[src/rtl/mem_port_arbiter_pkg.sv]
// Shared encodings and default widths for the I/D cache main-memory port arbiter.
package mem_port_arbiter_pkg;

  localparam int ADDR_W_DEF = 6;
  localparam int BLK_W_DEF  = 128;

  typedef enum logic [2:0] {
    IDLE   = 3'd0,
    BUSY_I = 3'd1,
    BUSY_D = 3'd2,
    RESP_I = 3'd3,
    RESP_D = 3'd4
  } arb_state_t;

  typedef enum logic {
    GNT_I = 1'b0,
    GNT_D = 1'b1
  } grant_t;

  function automatic grant_t other_grant(input grant_t g);
    return (g == GNT_I) ? GNT_D : GNT_I;
  endfunction

endpackage

[src/rtl/arb_rr_pick.sv]
// Two-way round-robin selector: a tie goes to whichever requester was not granted last.
module arb_rr_pick
  import mem_port_arbiter_pkg::*;
(
  input  logic   req_i,
  input  logic   req_d,
  input  grant_t last_grant,
  output logic   grant_valid,
  output grant_t grant_sel
);

  always_comb begin
    grant_valid = req_i | req_d;
    grant_sel   = GNT_I;
    if (req_i && req_d) begin
      grant_sel = other_grant(last_grant);
    end else if (req_d) begin
      grant_sel = GNT_D;
    end
  end

endmodule

[src/rtl/mem_port_arbiter.sv]
// Serialises I-cache reads and D-cache reads/writes onto one main-memory block port,
// with round-robin priority and per-requester combinational stall outputs.
module mem_port_arbiter
  import mem_port_arbiter_pkg::*;
#(
  parameter int ADDR_W = ADDR_W_DEF,
  parameter int BLK_W  = BLK_W_DEF
) (
  input  logic              CLK,
  input  logic              RESET,
  input  logic              I_READ,
  input  logic [ADDR_W-1:0] I_ADDR,
  output logic [BLK_W-1:0]  I_READDATA,
  output logic              I_BUSYWAIT,
  input  logic              D_READ,
  input  logic              D_WRITE,
  input  logic [ADDR_W-1:0] D_ADDR,
  input  logic [BLK_W-1:0]  D_WRITEDATA,
  output logic [BLK_W-1:0]  D_READDATA,
  output logic              D_BUSYWAIT,
  output logic              MEM_READ,
  output logic              MEM_WRITE,
  output logic [ADDR_W-1:0] MEM_ADDR,
  output logic [BLK_W-1:0]  MEM_WRITEDATA,
  input  logic [BLK_W-1:0]  MEM_READDATA,
  input  logic              MEM_BUSYWAIT
);

  arb_state_t        r_state;
  arb_state_t        w_state_next;
  grant_t            r_last_grant;
  grant_t            w_grant_sel;
  logic              w_grant_valid;
  logic              w_req_i;
  logic              w_req_d;
  logic              w_mem_done;
  logic              r_seen_busy;
  logic              r_mem_read;
  logic              r_mem_write;
  logic [ADDR_W-1:0] r_mem_addr;
  logic [BLK_W-1:0]  r_mem_wdata;
  logic [BLK_W-1:0]  r_i_readdata;
  logic [BLK_W-1:0]  r_d_readdata;

  assign w_req_i = I_READ;
  assign w_req_d = D_READ | D_WRITE;

  // Memory must have reported busy at least once before a low busywait counts as done.
  assign w_mem_done = r_seen_busy & ~MEM_BUSYWAIT;

  arb_rr_pick u_pick (
    .req_i       (w_req_i),
    .req_d       (w_req_d),
    .last_grant  (r_last_grant),
    .grant_valid (w_grant_valid),
    .grant_sel   (w_grant_sel)
  );

  always_comb begin
    w_state_next = r_state;
    case (r_state)
      IDLE: begin
        if (w_grant_valid) begin
          if (w_grant_sel == GNT_I) w_state_next = BUSY_I;
          else                      w_state_next = BUSY_D;
        end
      end
      BUSY_I:  if (w_mem_done) w_state_next = RESP_I;
      BUSY_D:  if (w_mem_done) w_state_next = RESP_D;
      default: w_state_next = IDLE;
    endcase
  end

  // The operation is latched at grant so a withdrawn request still finishes its access.
  always_ff @(posedge CLK or negedge RESET) begin
    if (!RESET) begin
      r_state      <= IDLE;
      r_last_grant <= GNT_I;
      r_seen_busy  <= 1'b0;
      r_mem_read   <= 1'b0;
      r_mem_write  <= 1'b0;
      r_mem_addr   <= '0;
      r_mem_wdata  <= '0;
      r_i_readdata <= '0;
      r_d_readdata <= '0;
    end else begin
      r_state <= w_state_next;
      case (r_state)
        IDLE: begin
          if (w_grant_valid) begin
            r_last_grant <= w_grant_sel;
            r_seen_busy  <= 1'b0;
            if (w_grant_sel == GNT_I) begin
              r_mem_read  <= 1'b1;
              r_mem_write <= 1'b0;
              r_mem_addr  <= I_ADDR;
            end else begin
              r_mem_read  <= D_READ & ~D_WRITE;
              r_mem_write <= D_WRITE;
              r_mem_addr  <= D_ADDR;
              r_mem_wdata <= D_WRITEDATA;
            end
          end
        end
        BUSY_I, BUSY_D: begin
          if (MEM_BUSYWAIT) r_seen_busy <= 1'b1;
          if (w_mem_done) begin
            r_seen_busy <= 1'b0;
            r_mem_read  <= 1'b0;
            r_mem_write <= 1'b0;
            if (r_state == BUSY_I)  r_i_readdata <= MEM_READDATA;
            else if (r_mem_read)    r_d_readdata <= MEM_READDATA;
          end
        end
        default: ;
      endcase
    end
  end

  assign I_BUSYWAIT    = w_req_i & (r_state != RESP_I);
  assign D_BUSYWAIT    = w_req_d & (r_state != RESP_D);
  assign I_READDATA    = r_i_readdata;
  assign D_READDATA    = r_d_readdata;
  assign MEM_READ      = r_mem_read;
  assign MEM_WRITE     = r_mem_write;
  assign MEM_ADDR      = r_mem_addr;
  assign MEM_WRITEDATA = r_mem_wdata;

endmodule

[config.mk]
export PLATFORM = sky130hd
export DESIGN_NAME = mem_port_arbiter
export DESIGN_NICKNAME = d
export VERILOG_FILES = /design/src/rtl/mem_port_arbiter_pkg.sv /design/src/rtl/arb_rr_pick.sv /design/src/rtl/mem_port_arbiter.sv
export SDC_FILE = /design/constraint.sdc
export NUM_CORES = 1
export LEC_CHECK = 0
export CORE_AREA = 5 5 255 257
export DETAILED_ROUTE_END_ITERATION = 8
export DIE_AREA = 0 0 260 262
export PLACE_DENSITY = 0.61
export REMOVE_ABC_BUFFERS = 1
export SLEW_MARGIN = 20
export SYNTH_ARGS = -nofsm -noshare
export SYNTH_HDL_FRONTEND = slang
export SYNTH_SLANG_ARGS = --single-unit
[constraint.sdc]
create_clock -name CLK -period 2 [get_ports CLK]
set_clock_uncertainty 0.2 [all_clocks]
set_input_delay 0.4 -clock CLK [delete_from_list [all_inputs] [get_ports CLK]]
set_output_delay 0.4 -clock CLK [all_outputs]
set_load 0.02 [all_outputs]
* Word-level counts from Yosys, hierarchy flattened
Cells that the tools add are included.
** Word-level totals
- Flip-flop bits (word level) :: 397
- Input bits :: 274
- Output and inout bits :: 394
- Logic and storage cells :: 58
** Cells by class
- Eq/ne operators :: 9
- Muxes and demuxes :: 20
- Bitwise logic cells :: 9
- Reductions and logical operators :: 11
** Operators by type and width (count)
- $reduce_and 3->1 :: 5
- $mux 1 :: 11
- $mux 3 :: 3
- $pmux 3 s3 :: 1
- $mux 6 :: 1
- $ne 2x2->1 const B :: 3
- $ne 3x3->1 const B :: 2
- $pmux 1 s2 :: 3
- $and 1x1->1 :: 4
- $reduce_and 4->1 :: 1
- $eq 3x1->1 const B :: 1
- $eq 3x2->1 const B :: 1
- $logic_not 3->1 :: 1
- $ne 3x2->1 const B :: 1
- $not 1->1 :: 3
- $mux 2 :: 1
- $ne 2x1->1 const B :: 1
- $or 1x1->1 :: 2
- $reduce_and 2->1 :: 1
- $reduce_bool 2->1 :: 1
- $reduce_or 2->1 :: 1
- $logic_and 1x1->1 :: 1

* Longest topological paths before layout
- Depth in word-level cells :: 6
- Depth in mapped cells :: 6
- Mapped depth without buffers :: 3

* By module
A second synthesis with hierarchy kept.
** Second synthesis, totals
- Cells, all modules :: 887
- Area total of the unflattened synthesis :: 15657.5 um^2
** Modules (own cells, without submodules)
- mem_port_arbiter :: instances 1, cells each 885, area an instance 15643.8 um^2, seq. area each 9934.5 um^2
- arb_rr_pick :: instances 1, cells each 2, area an instance 13.8 um^2, seq. area each 0.0 um^2

* Worst setup path after synthesis
Ideal clock, no wire load.
- Kind :: reg-to-reg
- Start point :: reg r_state[1]
- End point :: reg r_mem_wdata[0] (netlist: MEM_WRITEDATA[0])
- Library setup time :: 0.125 ns
- Arrival time :: 1.492 ns
- Data required time :: 1.675 ns
- Setup slack :: 0.183 ns
- Stages on the path, launching flop included :: 7
- Path buffers :: 3
- Clock period less this slack :: 1.817 ns
- Cells stage by stage :: dfrtp_1 buf_6 nor3_4 nand2b_4 buf_12 buf_12 mux2_4
** On the way
- Longest elaborated chain between the ends :: 2
** RTL lines
- start: declaration :: line mem_port_arbiter.sv:29 : arb_state_t r_state;
- start signal: assignment :: line mem_port_arbiter.sv:87 : r_state <= w_state_next;
- $logic_not 3->1 :: line mem_port_arbiter.sv:88 : case (r_state)
- $reduce_and 3->1 (no line)
- end signal: assignment :: line mem_port_arbiter.sv:83 : r_mem_wdata <= '0;
- end signal: assignment :: line mem_port_arbiter.sv:101 : r_mem_wdata <= D_WRITEDATA;
- end: declaration :: line mem_port_arbiter.sv:41 : logic [BLK_W-1:0] r_mem_wdata;
Every way passes these cells.
A chain may end at the register's enable or synchronous reset.

* Worst setup path in the final report
- Start point :: reg r_state[2]
- End point :: out D_BUSYWAIT
** On the way
- Longest elaborated chain between the ends :: 2
** RTL lines
- $ne 3x3->1 :: line mem_port_arbiter.sv:121 : assign D_BUSYWAIT = w_req_d & (r_state != RESP_D);
- $and 1x1->1 :: line mem_port_arbiter.sv:121
- end: declaration :: line mem_port_arbiter.sv:20 : output logic D_BUSYWAIT,
Every way passes these cells.

==> flow_summary_export.csv <==
group,metric,value,unit
critical_path,criticalPathCategory,"flop to output pin",
timing,period_share,1.02,
grt,grt_pass1_vias,11800,
floorplanning,io_pins,668,
flow_run,cap_violations,0,
timing,setup_violations,27,
finish,drive_gt1_frac,0.347,
floorplanning,num_rows,92,
grt,grt-ovfl-total,0,
outcome,violations,"negative setup slack",
logic_synthesis,synth_ff_type,"dfrtp_1",
logic_synthesis,synthSimpleGateAreaFrac,0.00765,
min_path,hold_class,"input port to async pin",
clocking,clk_pin_slew,0.06,ns
timing,setup_ws,-0.0301,ns
finish,fillers,5944,
route,drc,0,
timing,worst_slew_pin_slew,0.381,ns
finish,area_growth,62.5,%
logic_synthesis,synthMuxAreaShare,0.309,
timing,drv_slew,0,
place,gp_congestion,0.793,
timing,finalSetupTns,-0.371,ns
place,place_ws,-0.408,ns
route,ant_nets,0,
route,first_pass_iters,4,
critical_path,reg2reg_slack,-0.03,ns
timing,hold_viol,0,
logic_synthesis,synth-edff-count,0,
critical_path,crit_fanout,5,
floorplanning,core,0.0625,mm²
timing,fmax,0.493,GHz
route,wl_per_cell,21.6,µm
route,wl,54900,µm
critical_path,cp.required,1.40,ns
power_and_ir_drop,p_sw,14.1,mW
floorplanning,die_y,262,µm
logic_synthesis,seq_area_frac_synth,0.639,
finish,final_cell_area,0.0252,mm²
critical_path,timing.rr.start,"r_state[2]",
logic_synthesis,synth_top_area_frac,0.639,
timing,max_slew_margin,0.746,
place,postPlaceCellArea,0.0236,mm²
critical_path,r2r-end,"D_READDATA[118]",
logic_synthesis,async_flop_share,1.00,
power_and_ir_drop,power_leakage,12.6,nW
critical_path,crit_path_start_kind,"flop",
finish,final-instance-count-excl-fill,2540,
route,drt_iter0_markers,322,
logic_synthesis,yosys_warnings,0,
logic_synthesis,netlist_area,0.0155,mm²
finish,final_cell_mix,"396 x dfrtp_1, 367 x dlygate4sd2_1, 272 x clkdlybuf4s50_1, 251 x mux2_2, 133 x mux2_4",
critical_path,worst_setup_path_end_kind,"output pin",
place,numPortBuffers,667,
finish,layout_commonest_cell,"dfrtp_1",
clocking,htree_levels,2,
timing,period_minus_slack,2.03,ns
power_and_ir_drop,swShare,0.362,
logic_synthesis,synth_adder_area_share,0,
logic_synthesis,yosys.area.top_type,"dfrtp_1",
power_and_ir_drop,power.density,1540,mW/mm²
logic_synthesis,synth-xor-area-share,0.000564,
logic_synthesis,syn_inst,883,
floorplanning,fp.dieArea,0.0681,mm²
grt,antenna_found_initial,14,
outcome,status,"finished, violations left",
finish,ff_latch_area,0.00994,mm²
logic_synthesis,synth_top_family_by_area,"multiplexers",
grt,grt_pass1_wl,76500,µm
power_and_ir_drop,combinationalPowerShare,0.447,
power_and_ir_drop,p_total,38.9,mW
floorplanning,chipWidth,260,µm
power_and_ir_drop,peakVddDrop,0.900,mV
grt,grt_max_degree,66,
power_and_ir_drop,seqPwrFrac,0.341,
clocking,cts_buffers,45,
clocking,clock_latency,0.57,ns
clocking,ctsRootBufferMaster,"clkbuf_16",
place,placedCellCount,2429,
route,viasPerCell,4.12,
critical_path,arrival,1.43,ns
timing,rsz0062_at_grt,"yes",
finish,multi_input_area,0.00523,mm²
critical_path,reg2reg_depth,7,
logic_synthesis,ys_ff_latch,397,
route,vias,10500,
logic_synthesis,synth.distinct_cells,33,
logic_synthesis,netlist_top_cells_area,"dfrtp_1 64%, mux2_2 20%, mux2_4 11%, buf_12 1.4%, buf_6 1.1%",
finish,final_nets,1926,
power_and_ir_drop,internal-power,24.8,mW
grt,grtUsageTotal,0.147,
clocking,clk_path_buf_depth,3,
clocking,clock_sinks,397,
floorplanning,floorplan.initialDensity,0.249,
power_and_ir_drop,clockPowerShare,0.212,
place,dp_hpwl,41900,µm
logic_synthesis,avgSynthCellArea,17.6,µm²
clocking,cts_tree,"done",
logic_synthesis,synth-compound-area-share,0.0113,
==> worst max-delay path, cell delays in order, from the launching register on <==
cell and delay [ns]:
dfrtp_1 0.44, buf_6 0.17, a21oi_4 0.12, buf_6 0.13
==> cells by family (layout without fill, tap and decap cells) <==
group	count (synthesis)	after routing
buffers and inverters	50	855
xor gates and xnor gates	1	1
and+or+nand+nor	19	19
AOI/OAI and AO/OA	26	26
muxes	390	390
DFF	397	397
other	0	6
==> cells in the mapped netlist, types with 2 or more instances <==
cell,n
nand2_1,3
nor2b_1,2
inv_1,4
mux2i_1,6
buf_12,11
dfrtp_1,397
o21ai_0,2
nand3_1,2
a21oi_1,15
mux2_2,275
buf_6,15
buf_2,17
o21a_1,2
clkbuf_1,2
nor2_1,4
mux2_4,109
==> flip-flops by register name, indices dropped and copies added, names as in the netlist <==
| signal | cells |
|---|---|
| D_READDATA | 128 |
| I_READDATA | 128 |
| MEM_WRITEDATA | 128 |
| MEM_ADDR | 6 |
| r_state | 3 |
| MEM_READ | 1 |
| MEM_WRITE | 1 |
| r_last_grant | 1 |
| r_seen_busy | 1 |
==> power by group through the flow <==
stage / logic [mW] / clock network, mW / registers [mW]
3_3_place_gp: 19.2 / 0 / 13.4
2_1_floorplan: 5.64 / 0 / 17.3
3_5_place_dp: 19.5 / 0 / 13.4
6_report: 17.4 / 8.24 / 13.3
4_1_cts: 17.3 / 8.51 / 13.3
5_1_grt: 18.3 / 8.82 / 13.7
==> cell type report <==
| cell class | instances | area share |
|---|---|---|
| Sequential cell | 397 | 0.394 |
| Clock inverter | 15 | 0.00436 |
| Inverter | 4 | 0.000595 |
| Timing Repair Buffer | 768 | 0.297 |
| Multi-Input combinational cell | 436 | 0.207 |
| Tap cell | 846 | 0.0419 |
| Clock buffer | 68 | 0.0545 |
| Antenna cell | 6 | 0.000595 |
==> metal layers <==
layer | vias to the layer above | GRT usage | part of all wire
li1 | 4681 | - | -
met1 | 5196 | 0.155 | 0.35
met2 | 483 | 0.252 | 0.50
met3 | 103 | 0.0711 | 0.11
met4 | 6 | 0.0584 | 0.034
met5 | - | 0 | 0.00071
==> how the worst max path moves through the flow <==
stage	from	endpoint	cells past startpoint	slack (ns)
final	r_state[2]	D_BUSYWAIT	3	-0.03
after global routing	r_state[1]	D_BUSYWAIT	4	-0.1
after CTS	r_state[1]	I_BUSYWAIT	3	-0.10
after detailed placement	I_READ	MEM_WRITEDATA[103]	6	-0.41
after global placement	I_READ	MEM_WRITEDATA[103]	6	-0.40
after floorplan	r_state[1]	D_READDATA[0]	3	-4.00
==> metrics by stage <==
stage                     utilization  hold slack (ns)
after global placement          0.378            0.122
after floorplan                     -          -0.0956
after detailed placement        0.378            0.124
after global routing            0.404            0.137
final                           0.404            0.142
after CTS                       0.396            0.125
==> timing repair <==
item	in CTS	in global routing
hold buffers	1	0
pin swaps	2	3
setup buffers	6	2
resized for setup	437	47
cloned	0	13
endpoints found under the setup margin	435	283
hold endpoints to repair	310	0
(Power assumes the default switching activity.)
